$ cat config.mk
export PLATFORM = sky130hd
export DESIGN_NAME = ras_ckpt_ctrl
export DESIGN_NICKNAME = d
export VERILOG_FILES = /design/src/rtl/ras_ckpt_ctrl_pkg.sv /design/src/rtl/ras_ckpt_fifo.sv /design/src/rtl/ras_ckpt_ctrl.sv
export SDC_FILE = /design/constraint.sdc
export NUM_CORES = 1
export LEC_CHECK = 0
export CORE_UTILIZATION = 57
export DETAILED_ROUTE_END_ITERATION = 6
export PLACE_DENSITY = 0.78
export SYNTH_ARGS = -nofsm -noshare
export SYNTH_HDL_FRONTEND = slang
export SYNTH_HIERARCHICAL = 1
export SYNTH_SLANG_ARGS = --single-unit
export TNS_END_PERCENT = 10
$ cat constraint.sdc
create_clock -name clock -period 6.67 [get_ports clock]
set_clock_uncertainty 0.15 [all_clocks]
set_input_delay 1.334 -clock clock [delete_from_list [all_inputs] [get_ports clock]]
set_output_delay 1.334 -clock clock [all_outputs]
set_load 0.02 [all_outputs]
$ cat src/rtl/ras_ckpt_ctrl_pkg.sv
// Shared types for the return-address-stack speculation controller.
`ifndef XLEN
`define XLEN 32
`endif

package ras_ckpt_ctrl_pkg;
  localparam int RAS_STACK_SIZE = 32;
  localparam int RAS_CKPT_DEPTH = 8;
  localparam int RAS_PTR_W      = $clog2(RAS_STACK_SIZE);
  localparam int RAS_TAG_W      = $clog2(RAS_CKPT_DEPTH);

  typedef struct packed {
    logic [RAS_PTR_W-1:0] ptr;
    logic [RAS_PTR_W:0]   count;
    logic [`XLEN-1:0]     top;
  } ras_ckpt_t;

  typedef enum logic {NORMAL = 1'b0, RECOVER = 1'b1} ctrl_state_e;
endpackage

$ cat src/rtl/ras_ckpt_fifo.sv
// Circular checkpoint table: up to two allocations and two retires per cycle,
// plus truncation back to a mispredicted tag.
module ras_ckpt_fifo
  import ras_ckpt_ctrl_pkg::*;
#(
  parameter  int DEPTH = RAS_CKPT_DEPTH,
  localparam int TAG_W = $clog2(DEPTH)
) (
  input  logic             clock,
  input  logic             reset,
  input  logic [1:0]       alloc_cnt,
  input  ras_ckpt_t        alloc_data,
  input  logic [1:0]       retire_cnt,
  input  logic             trunc_en,
  input  logic [TAG_W-1:0] trunc_tag,
  input  logic [TAG_W-1:0] rd_tag,
  output ras_ckpt_t        rd_data,
  output logic [TAG_W-1:0] tail,
  output logic [TAG_W:0]   used
);
  ras_ckpt_t        mem [DEPTH];
  logic [TAG_W-1:0] head;
  logic [TAG_W-1:0] head_nxt;

  assign head_nxt = head + TAG_W'(retire_cnt);
  assign rd_data  = mem[rd_tag];

  always_ff @(posedge clock or posedge reset) begin
    if (reset) begin
      head <= '0;
      tail <= '0;
      used <= '0;
    end else begin
      head <= head_nxt;
      if (trunc_en) begin
        tail <= trunc_tag + TAG_W'(1);
        // Inclusive distance head..tag, so a full table truncated at its
        // newest entry stays full instead of aliasing to empty.
        used <= {1'b0, TAG_W'(trunc_tag - head_nxt)} + (TAG_W+1)'(1);
      end else begin
        tail <= tail + TAG_W'(alloc_cnt);
        used <= used - (TAG_W+1)'(retire_cnt) + (TAG_W+1)'(alloc_cnt);
      end
    end
  end

  always_ff @(posedge clock) begin
    if (alloc_cnt != 2'd0) mem[tail] <= alloc_data;
    if (alloc_cnt == 2'd2) mem[tail + TAG_W'(1)] <= alloc_data;
  end

  a_retire_legal: assert property (@(posedge clock) disable iff (reset)
    (retire_cnt != 2'd3) && ((TAG_W+1)'(retire_cnt) <= used));
endmodule

$ cat src/rtl/ras_ckpt_ctrl.sv
// Speculative RAS pointer/count owner with per-branch checkpoints and
// one-cycle top-entry repair after a mispredict.
module ras_ckpt_ctrl
  import ras_ckpt_ctrl_pkg::*;
#(
  parameter  int STACK_SIZE = RAS_STACK_SIZE,
  parameter  int CKPT_DEPTH = RAS_CKPT_DEPTH,
  localparam int PTR_W      = $clog2(STACK_SIZE),
  localparam int TAG_W      = $clog2(CKPT_DEPTH)
) (
  input  logic                   clock,
  input  logic                   reset,
  input  logic [1:0]             fetch_valid,
  input  logic [1:0]             fetch_call,
  input  logic [1:0]             fetch_return,
  input  logic [1:0]             fetch_branch,
  input  logic [1:0][`XLEN-1:0]  fetch_PC,
  output logic                   fetch_stall,
  output logic [1:0][TAG_W-1:0]  ckpt_tag,
  output logic [PTR_W-1:0]       ras_rd_idx,
  input  logic [`XLEN-1:0]       ras_rd_data,
  output logic                   ras_wr_en,
  output logic [PTR_W-1:0]       ras_wr_idx,
  output logic [`XLEN-1:0]       ras_wr_data,
  output logic                   return_valid,
  output logic [`XLEN-1:0]       return_target,
  input  logic [1:0]             retire_cnt,
  input  logic                   mispredict,
  input  logic [TAG_W-1:0]       mispredict_tag
);
  localparam logic [PTR_W:0] FULL = (PTR_W+1)'(STACK_SIZE);

  ctrl_state_e      state;
  logic [PTR_W-1:0] ptr;
  logic [PTR_W:0]   count;
  logic [`XLEN-1:0] saved_top;

  logic             xfer0, proc1, br0, br1, is_call, is_ret, accept;
  logic [1:0]       n_br;
  logic [`XLEN-1:0] xfer_pc;
  logic [TAG_W-1:0] tail;
  logic [TAG_W:0]   used;
  ras_ckpt_t        alloc_data, rest;

  // A call/return in slot0 ends the bundle, so slot1 is dropped.
  assign xfer0 = fetch_valid[0] & (fetch_call[0] | fetch_return[0]);
  assign proc1 = fetch_valid[1] & ~xfer0;
  assign br0   = fetch_valid[0] & fetch_branch[0];
  assign br1   = proc1 & fetch_branch[1];
  assign n_br  = {1'b0, br0} + {1'b0, br1};

  assign fetch_stall = mispredict | (state == RECOVER) |
                       ((TAG_W+1)'(n_br) > ((TAG_W+1)'(CKPT_DEPTH) - used));
  assign accept      = ~fetch_stall;

  always_comb begin
    is_call = 1'b0;
    is_ret  = 1'b0;
    xfer_pc = fetch_PC[0];
    if (xfer0) begin
      is_call = fetch_call[0];
      is_ret  = fetch_return[0] & ~fetch_call[0];
    end else if (proc1) begin
      is_call = fetch_call[1];
      is_ret  = fetch_return[1] & ~fetch_call[1];
      xfer_pc = fetch_PC[1];
    end
  end

  assign ras_rd_idx    = ptr - PTR_W'(1);
  assign ckpt_tag[0]   = (accept & br0) ? tail : '0;
  assign ckpt_tag[1]   = (accept & br1) ? tail + TAG_W'(br0) : '0;
  assign return_valid  = accept & is_ret & (count != '0);
  assign return_target = (accept & is_ret) ? ras_rd_data : '0;

  // Branch slots always precede any call/return, so both take the pre-cycle state.
  assign alloc_data = '{ptr: ptr, count: count, top: ras_rd_data};

  always_comb begin
    ras_wr_en   = 1'b0;
    ras_wr_idx  = '0;
    ras_wr_data = '0;
    if (state == RECOVER) begin
      // A fresh mispredict supersedes the pending repair.
      if (!mispredict && count != '0) begin
        ras_wr_en   = 1'b1;
        ras_wr_idx  = ptr - PTR_W'(1);
        ras_wr_data = saved_top;
      end
    end else if (accept && is_call) begin
      ras_wr_en   = 1'b1;
      ras_wr_idx  = ptr;
      ras_wr_data = xfer_pc + `XLEN'(4);
    end
  end

  always_ff @(posedge clock or posedge reset) begin
    if (reset) begin
      state     <= NORMAL;
      ptr       <= '0;
      count     <= '0;
      saved_top <= '0;
    end else if (mispredict) begin
      state     <= RECOVER;
      ptr       <= rest.ptr;
      count     <= rest.count;
      saved_top <= rest.top;
    end else if (state == RECOVER) begin
      state <= NORMAL;
    end else if (accept) begin
      if (is_call) begin
        ptr   <= ptr + PTR_W'(1);
        count <= (count == FULL) ? count : count + (PTR_W+1)'(1);
      end else if (is_ret) begin
        ptr   <= ptr - PTR_W'(1);
        count <= (count == '0) ? count : count - (PTR_W+1)'(1);
      end
    end
  end

  ras_ckpt_fifo #(.DEPTH(CKPT_DEPTH)) u_fifo (
    .clock      (clock),
    .reset      (reset),
    .alloc_cnt  (accept ? n_br : 2'd0),
    .alloc_data (alloc_data),
    .retire_cnt (retire_cnt),
    .trunc_en   (mispredict),
    .trunc_tag  (mispredict_tag),
    .rd_tag     (mispredict_tag),
    .rd_data    (rest),
    .tail       (tail),
    .used       (used)
  );
endmodule

* Word-level counts from Yosys, hierarchy flattened
Memories as Yosys holds them, arrays and structs flattened. Index checks and enable logic that the tools add are counted.
Word-level totals: word-level logic and storage cells 95, memories 1, bits in writable memories 344, register bits 54, bits of input ports 112
Operators by class: muxes and demuxes 38, magnitude comparators 1, reductions and logical operators 9, add/subtract/negate cells 16, bitwise gates (word level) 17, eq/ne operators 6
Memory list:
- u_fifo.mem | words 8, width 43, read ports 1, clocked after Yosys merged registers in 0, write ports 2, RTL line ras_ckpt_fifo.sv:21 | ras_ckpt_t mem [DEPTH];
Operator list (number):
- 2-to-1 mux 32 bit | 6
- 2-to-1 mux 6 bit | 7
- 2-to-1 mux 5 bit | 8
- adder 32 x 3 -> 32 bit (second input constant) | 1
- 2-to-1 mux 1 bit | 12
- AND 1 bit | 10
- 2-to-1 mux 3 bit | 3
- adder 3 x 1 -> 3 bit (second input constant) | 2
- adder 3 x 2 -> 3 bit | 2
- adder 6 x 1 -> 6 bit (second input constant) | 1
- equality test 6 bit (second input constant) | 1
- logical NOT 6 bit | 1
- != test 3 bit (second input constant) | 2
- nonzero test 6 bit | 1
- subtractor 6 x 1 -> 6 bit (second input constant) | 1
- adder 5 x 1 -> 5 bit (second input constant) | 1
- AND reduction 5 bit | 1
- subtractor 5 x 1 -> 5 bit (second input constant) | 1
- adder 3 x 1 -> 4 bit (second input constant) | 1
- adder 4 x 2 -> 4 bit | 1
- > comparator 2 x 4 -> 1 bit | 1
- 2-to-1 mux 4 bit | 1
- NOT 1 bit | 4
- subtractor 4 x 2 -> 4 bit | 1
- other kinds (14) | 17

* Logic depth before layout (Yosys ltp)
word-level depth 12, depth in mapped cells 20

* By module
Netlist, hierarchy kept.
By module, submodules not included:
- ras_ckpt_fifo | times used 1, cells each 595, area each 14052.2 um^2, sequential area each 10580.1 um^2
- ras_ckpt_ctrl | times used 1, cells each 514, area each 4405.5 um^2, sequential area each 1101.1 um^2

* Worst setup path before layout
No wires, ideal clock.
kind input to register, start input port fetch_valid[1], end memory u_fifo/mem[4][0] in the netlist's numbering (enable), stages on the path 14, data arrival time 6.679 ns, path buffers 2, setup slack -0.662 ns, path through buf_6 > clkbuf_1 > and3_1 > ha_1 > inv_1 > ha_1 > a221oi_1 > a211oi_2 > inv_2 > nor2_1 > inv_1 > and3_1 > nand3_1 > o21ai_0
RTL lines:
- from (decl) | RTL line ras_ckpt_ctrl.sv:13 | input logic [1:0] fetch_valid,
- to (decl) | RTL line ras_ckpt_fifo.sv:21

* Worst setup path in the final report
start input port fetch_valid[1], end output port return_target[12]
On the way: longest elaborated chain between the ends 8, elaborated cells between the ends (all ways) 10, classes of those cells add/sub: 1; order compare: 1; mux: 3; bitwise: 5
RTL lines:
- AND 1 bit (*) | RTL line ras_ckpt_ctrl.sv:47 | assign proc1 = fetch_valid[1] & ~xfer0;
- AND 1 bit | RTL line ras_ckpt_ctrl.sv:49 | assign br1 = proc1 & fetch_branch[1];
- adder 1 x 1 -> 2 bit | RTL line ras_ckpt_ctrl.sv:50 | assign n_br = {1'b0, br0} + {1'b0, br1};
- > comparator 2 x 4 -> 1 bit | RTL line ras_ckpt_ctrl.sv:53 | ((TAG_W+1)'(n_br) > ((TAG_W+1)'(CKPT_DEPTH) - used));
- bitwise OR 1 bit | RTL line ras_ckpt_ctrl.sv:52 | assign fetch_stall = mispredict | (state == RECOVER) |
- NOT 1 bit | RTL line ras_ckpt_ctrl.sv:54 | assign accept = ~fetch_stall;
- AND 1 bit (*) | RTL line ras_ckpt_ctrl.sv:74 | assign return_target = (accept & is_ret) ? ras_rd_data : '0;
- 2-to-1 mux 32 bit (*) | RTL line ras_ckpt_ctrl.sv:74
- to (decl) | RTL line ras_ckpt_ctrl.sv:26 | output logic [`XLEN-1:0] return_target,
Every way passes the cells marked *; elsewhere a longest branch is shown, timed or not.

==> run_results.csv <==
group,metric,value,unit
clock_network,cts_made_buffers,40,
place,post-place-cells,1675,
clock_network,cts-htree-levels,2,
routing,wl,44.7,mm
power_and_ir_drop,p_total,6.69,mW
worst_setup_path,worstReg2RegStart,"u_fifo/used[0]$_DFF_PP0_",
clock_network,clock_sinks,398,
timing,hold_slack,0.325,ns
die,std_cell_rows,65,
worst_setup_path,r2r_cells,15,
power_and_ir_drop,p_leak,7.84,nW
global_route,grt_pass1_wl,67.2,mm
synthesis,syn_area_per_cell,16.6,um^2
worst_setup_path,critPathCaptureType,"primary output",
place,place_area,21000,um^2
synthesis,synth_cells,1109,
clock_network,max-clock-path-buffers,3,
global_route,grt_pass1_vias,11200,
clock_network,cts_setup_buffers,0,
outcome,status,"completed",
layout,utilization,0.706,
timing,tightest_slew,1.15,ns
layout,fin_cells,1753,
die,die_w,182,um
min_path,min_to,"saved_top[7]$_DFFE_PP0P_",
routing,dr.pass1.iters,5,
timing,max-slew-margin-rel,0.232,
synthesis,yosysWarningCount,6,
worst_setup_path,path_delay_family,"buffers and inverters",
clock_network,tritoncts,"built",
timing,timing.fmax,0.158,GHz
synthesis,ys.flop_type,"edfxtp_1",
worst_setup_path,path_depth,14,
place,port_buffers,194,
synthesis,syn_area,18500,um^2
global_route,grt_max_degree,56,
clock_network,ctsHoldBuffers,0,
min_path,hp-start,"saved_top[7]$_DFFE_PP0P_",
synthesis,async_reset_ff_frac,0.136,
global_route,overflow,0,
layout,seq_area,11700,um^2
timing,rsz0062_at_grt,"false",
routing,wl_per_cell,25.5,um
timing,finalSetupTns,0,ns
layout,fin_area,22400,um^2
layout,fill_cells,2005,
timing,slew_viol_final,0,
worst_setup_path,crit_path_max_fanout,29,
timing,layout_min_cycle_time,6.34,ns
worst_setup_path,crit_arrival,4.86,ns
routing,ant_nets,0,
routing,drc,0,
layout,drive_gt1_frac,0.212,
layout,area_growth,21.4,%
power_and_ir_drop,max-vdd-ir-drop,0.378,mV
worst_setup_path,cpPeakStageDelay,0.72,ns
worst_setup_path,path_cells,"clkdlybuf4s50_1 -> and3_1 -> ha_1 -> inv_1 -> ha_1 -> nand2b_1 -> a221oi_1 -> a211oi_2 -> buf_4 -> inv_2 -> a211oi_4 -> buf_4 -> and2_1 -> clkdlybuf4s50_1",
global_route,track_usage,0.276,
timing,setup_ws,0.329,ns
timing,hold_viol_final,0,
worst_setup_path,cp-start-kind,"input pin",
worst_setup_path,critical_path.reg2reg.endpoint,"u_fifo/mem[5][41]$_DFFE_PP_",
layout,multi_input_area,6390,um^2
clock_network,clk_pin_slew,0.06,ns
timing,fin_crit_sh,0.951,
synthesis,synth_seq_cells,398,
worst_setup_path,cp_num_buf_inv,6,
power_and_ir_drop,power_density,299,nW/um^2
timing,finalSetupViolCount,0,
synthesis,ys_types,77,
clock_network,clkLatencyLatePin,0.54,ns
die,die_y,182,um
clock_network,clockRootBuffer,"clkbuf_16",
die,dieArea,33100,um^2
global_route,antenna_found_initial,6,
place,dp_slack,0.349,ns
layout,final_nets,1452,
worst_setup_path,critical_path_class,"in -> out",
routing,viasPerCell,6.26,
routing,vias,11000,
clock_network,ctsResizeCount,0,
routing,drtIter0Drc,800,
min_path,hp-class,"reg -> reg",
worst_setup_path,cp.required,5.19,ns
die,core,31700,um^2
job,drv_cap,0,
worst_setup_path,slowest_stage,"clkdlybuf4s50_1",
synthesis,synth_nets,1246,
place,place.gp.congestion,0.881,
place,dp_hpwl,27.6,mm
die,io_pins,195,
worst_setup_path,r2r_slack,2.48,ns
die,initial_core_util,0.582,
synthesis,seq_area_frac_synth,0.633,
synthesis,synth_edf_count,344,
min_path,holdPathStages,2,
==> tightest hold or removal path, stage by stage (launching register included) <==
cell and delay (ns):
dfrtp_1 0.33, nand2b_1 0.06, nand2_1 0.05
==> metal layers <==
layer | GRT usage | up-vias | wire length (um) | part of all wire
met5 | 0 | - | 39 | 0.00087
met4 | 0.0971 | 6 | 1270 | 0.028
met3 | 0.0535 | 106 | 3470 | 0.078
met2 | 0.469 | 531 | 22500 | 0.50
met1 | 0.356 | 5539 | 17500 | 0.39
li1 | - | 4795 | - | -
==> state kept, by name, summed over array words and instances (netlist names) <==
| signal | flops |
|---|---|
| u_fifo/used | 4 |
| u_fifo/tail | 3 |
| u_fifo/mem | 344 |
| saved_top | 32 |
| state | 1 |
| count | 6 |
| u_fifo/head | 3 |
| ptr | 5 |
==> layout make-up <==
cell class                      count  area share
Sequential cell                   398       0.521
Timing Repair Buffer              221       0.101
Antenna cell                        4    0.000447
Multi-Input combinational cell    624       0.285
Clock buffer                       47      0.0477
Tap cell                          402      0.0225
Inverter                           30     0.00503
Clock inverter                     27      0.0166
==> logic make-up (layout without fill, tap and decap cells) <==
kind of cell,after synthesis,in the layout,synth area share
DFF,398,398,0.633
other,0,4,0
AOI/OAI and AO/OA,126,126,0.0474
muxes,197,197,0.183
buffers and inverters,87,325,0.0267
and+or+nand+nor,226,226,0.0671
adders and majority gates,25,25,0.0190
xor gates and xnor gates,50,50,0.0237
==> report_power, final <==
group / internal (mW) / leakage [nW] / total [mW] / switching, mW
Combinational: 0.545 / 3.36 / 1.16 / 0.615
Sequential: 2.96 / 3.78 / 3.10 / 0.141
Clock: 1.50 / 0.696 / 2.43 / 0.930
==> worst max path at each step <==
stage,startpoint,end
final,fetch_valid[1],return_target[12]
after global routing,fetch_valid[1],ras_wr_data[26]
after CTS,fetch_valid[1],return_target[14]
after detailed placement,fetch_valid[1],return_target[14]
after global placement,fetch_valid[1],return_target[2]
after floorplan,fetch_valid[1],u_fifo/mem[3][0]$_DFFE_PP_
==> cell usage after synthesis, types with 6 or more instances <==
| cell type | instances | share of area |
|---|---|---|
| inv_1 | 28 | 0.0057 |
| nand2b_1 | 7 | 0.0024 |
| nand3_1 | 18 | 0.0049 |
| xor2_1 | 20 | 0.0095 |
| mux2_4 | 40 | 0.033 |
| o21ai_1 | 14 | 0.0038 |
| edfxtp_1 | 344 | 0.56 |
| and2_1 | 39 | 0.013 |
| dfrtp_1 | 54 | 0.073 |
| xnor2_1 | 30 | 0.014 |
| mux4_1 | 18 | 0.026 |
| mux4_2 | 68 | 0.083 |
| buf_2 | 13 | 0.0035 |
| mux2i_1 | 27 | 0.015 |
| ha_1 | 20 | 0.014 |
| nor2_1 | 24 | 0.0049 |
| nor3_1 | 6 | 0.0016 |
| nand2_1 | 66 | 0.013 |
| nand4_1 | 21 | 0.0071 |
| and3_1 | 13 | 0.0044 |
| mux2_2 | 43 | 0.026 |
| or3_1 | 6 | 0.0020 |
| a21oi_1 | 10 | 0.0027 |
| clkbuf_1 | 23 | 0.0047 |
| o21ai_0 | 42 | 0.011 |
| a32o_1 | 7 | 0.0038 |
==> cells in the final DEF, fill, tap and decap left out, types with 21 or more instances in the layout <==
| master | count |
|---|---|
| nand4_1 | 21 |
| mux2_4 | 40 |
| mux2i_1 | 25 |
| clkdlybuf4s50_1 | 190 |
| mux2_2 | 43 |
| o21ai_0 | 41 |
| xnor2_1 | 30 |
| inv_1 | 27 |
| edfxtp_1 | 344 |
| nand2_1 | 66 |
| nor2_1 | 23 |
| dfrtp_1 | 54 |
| mux4_2 | 68 |
| and2_1 | 39 |
| clkbuf_16 | 41 |
(Power assumes the default switching activity.)
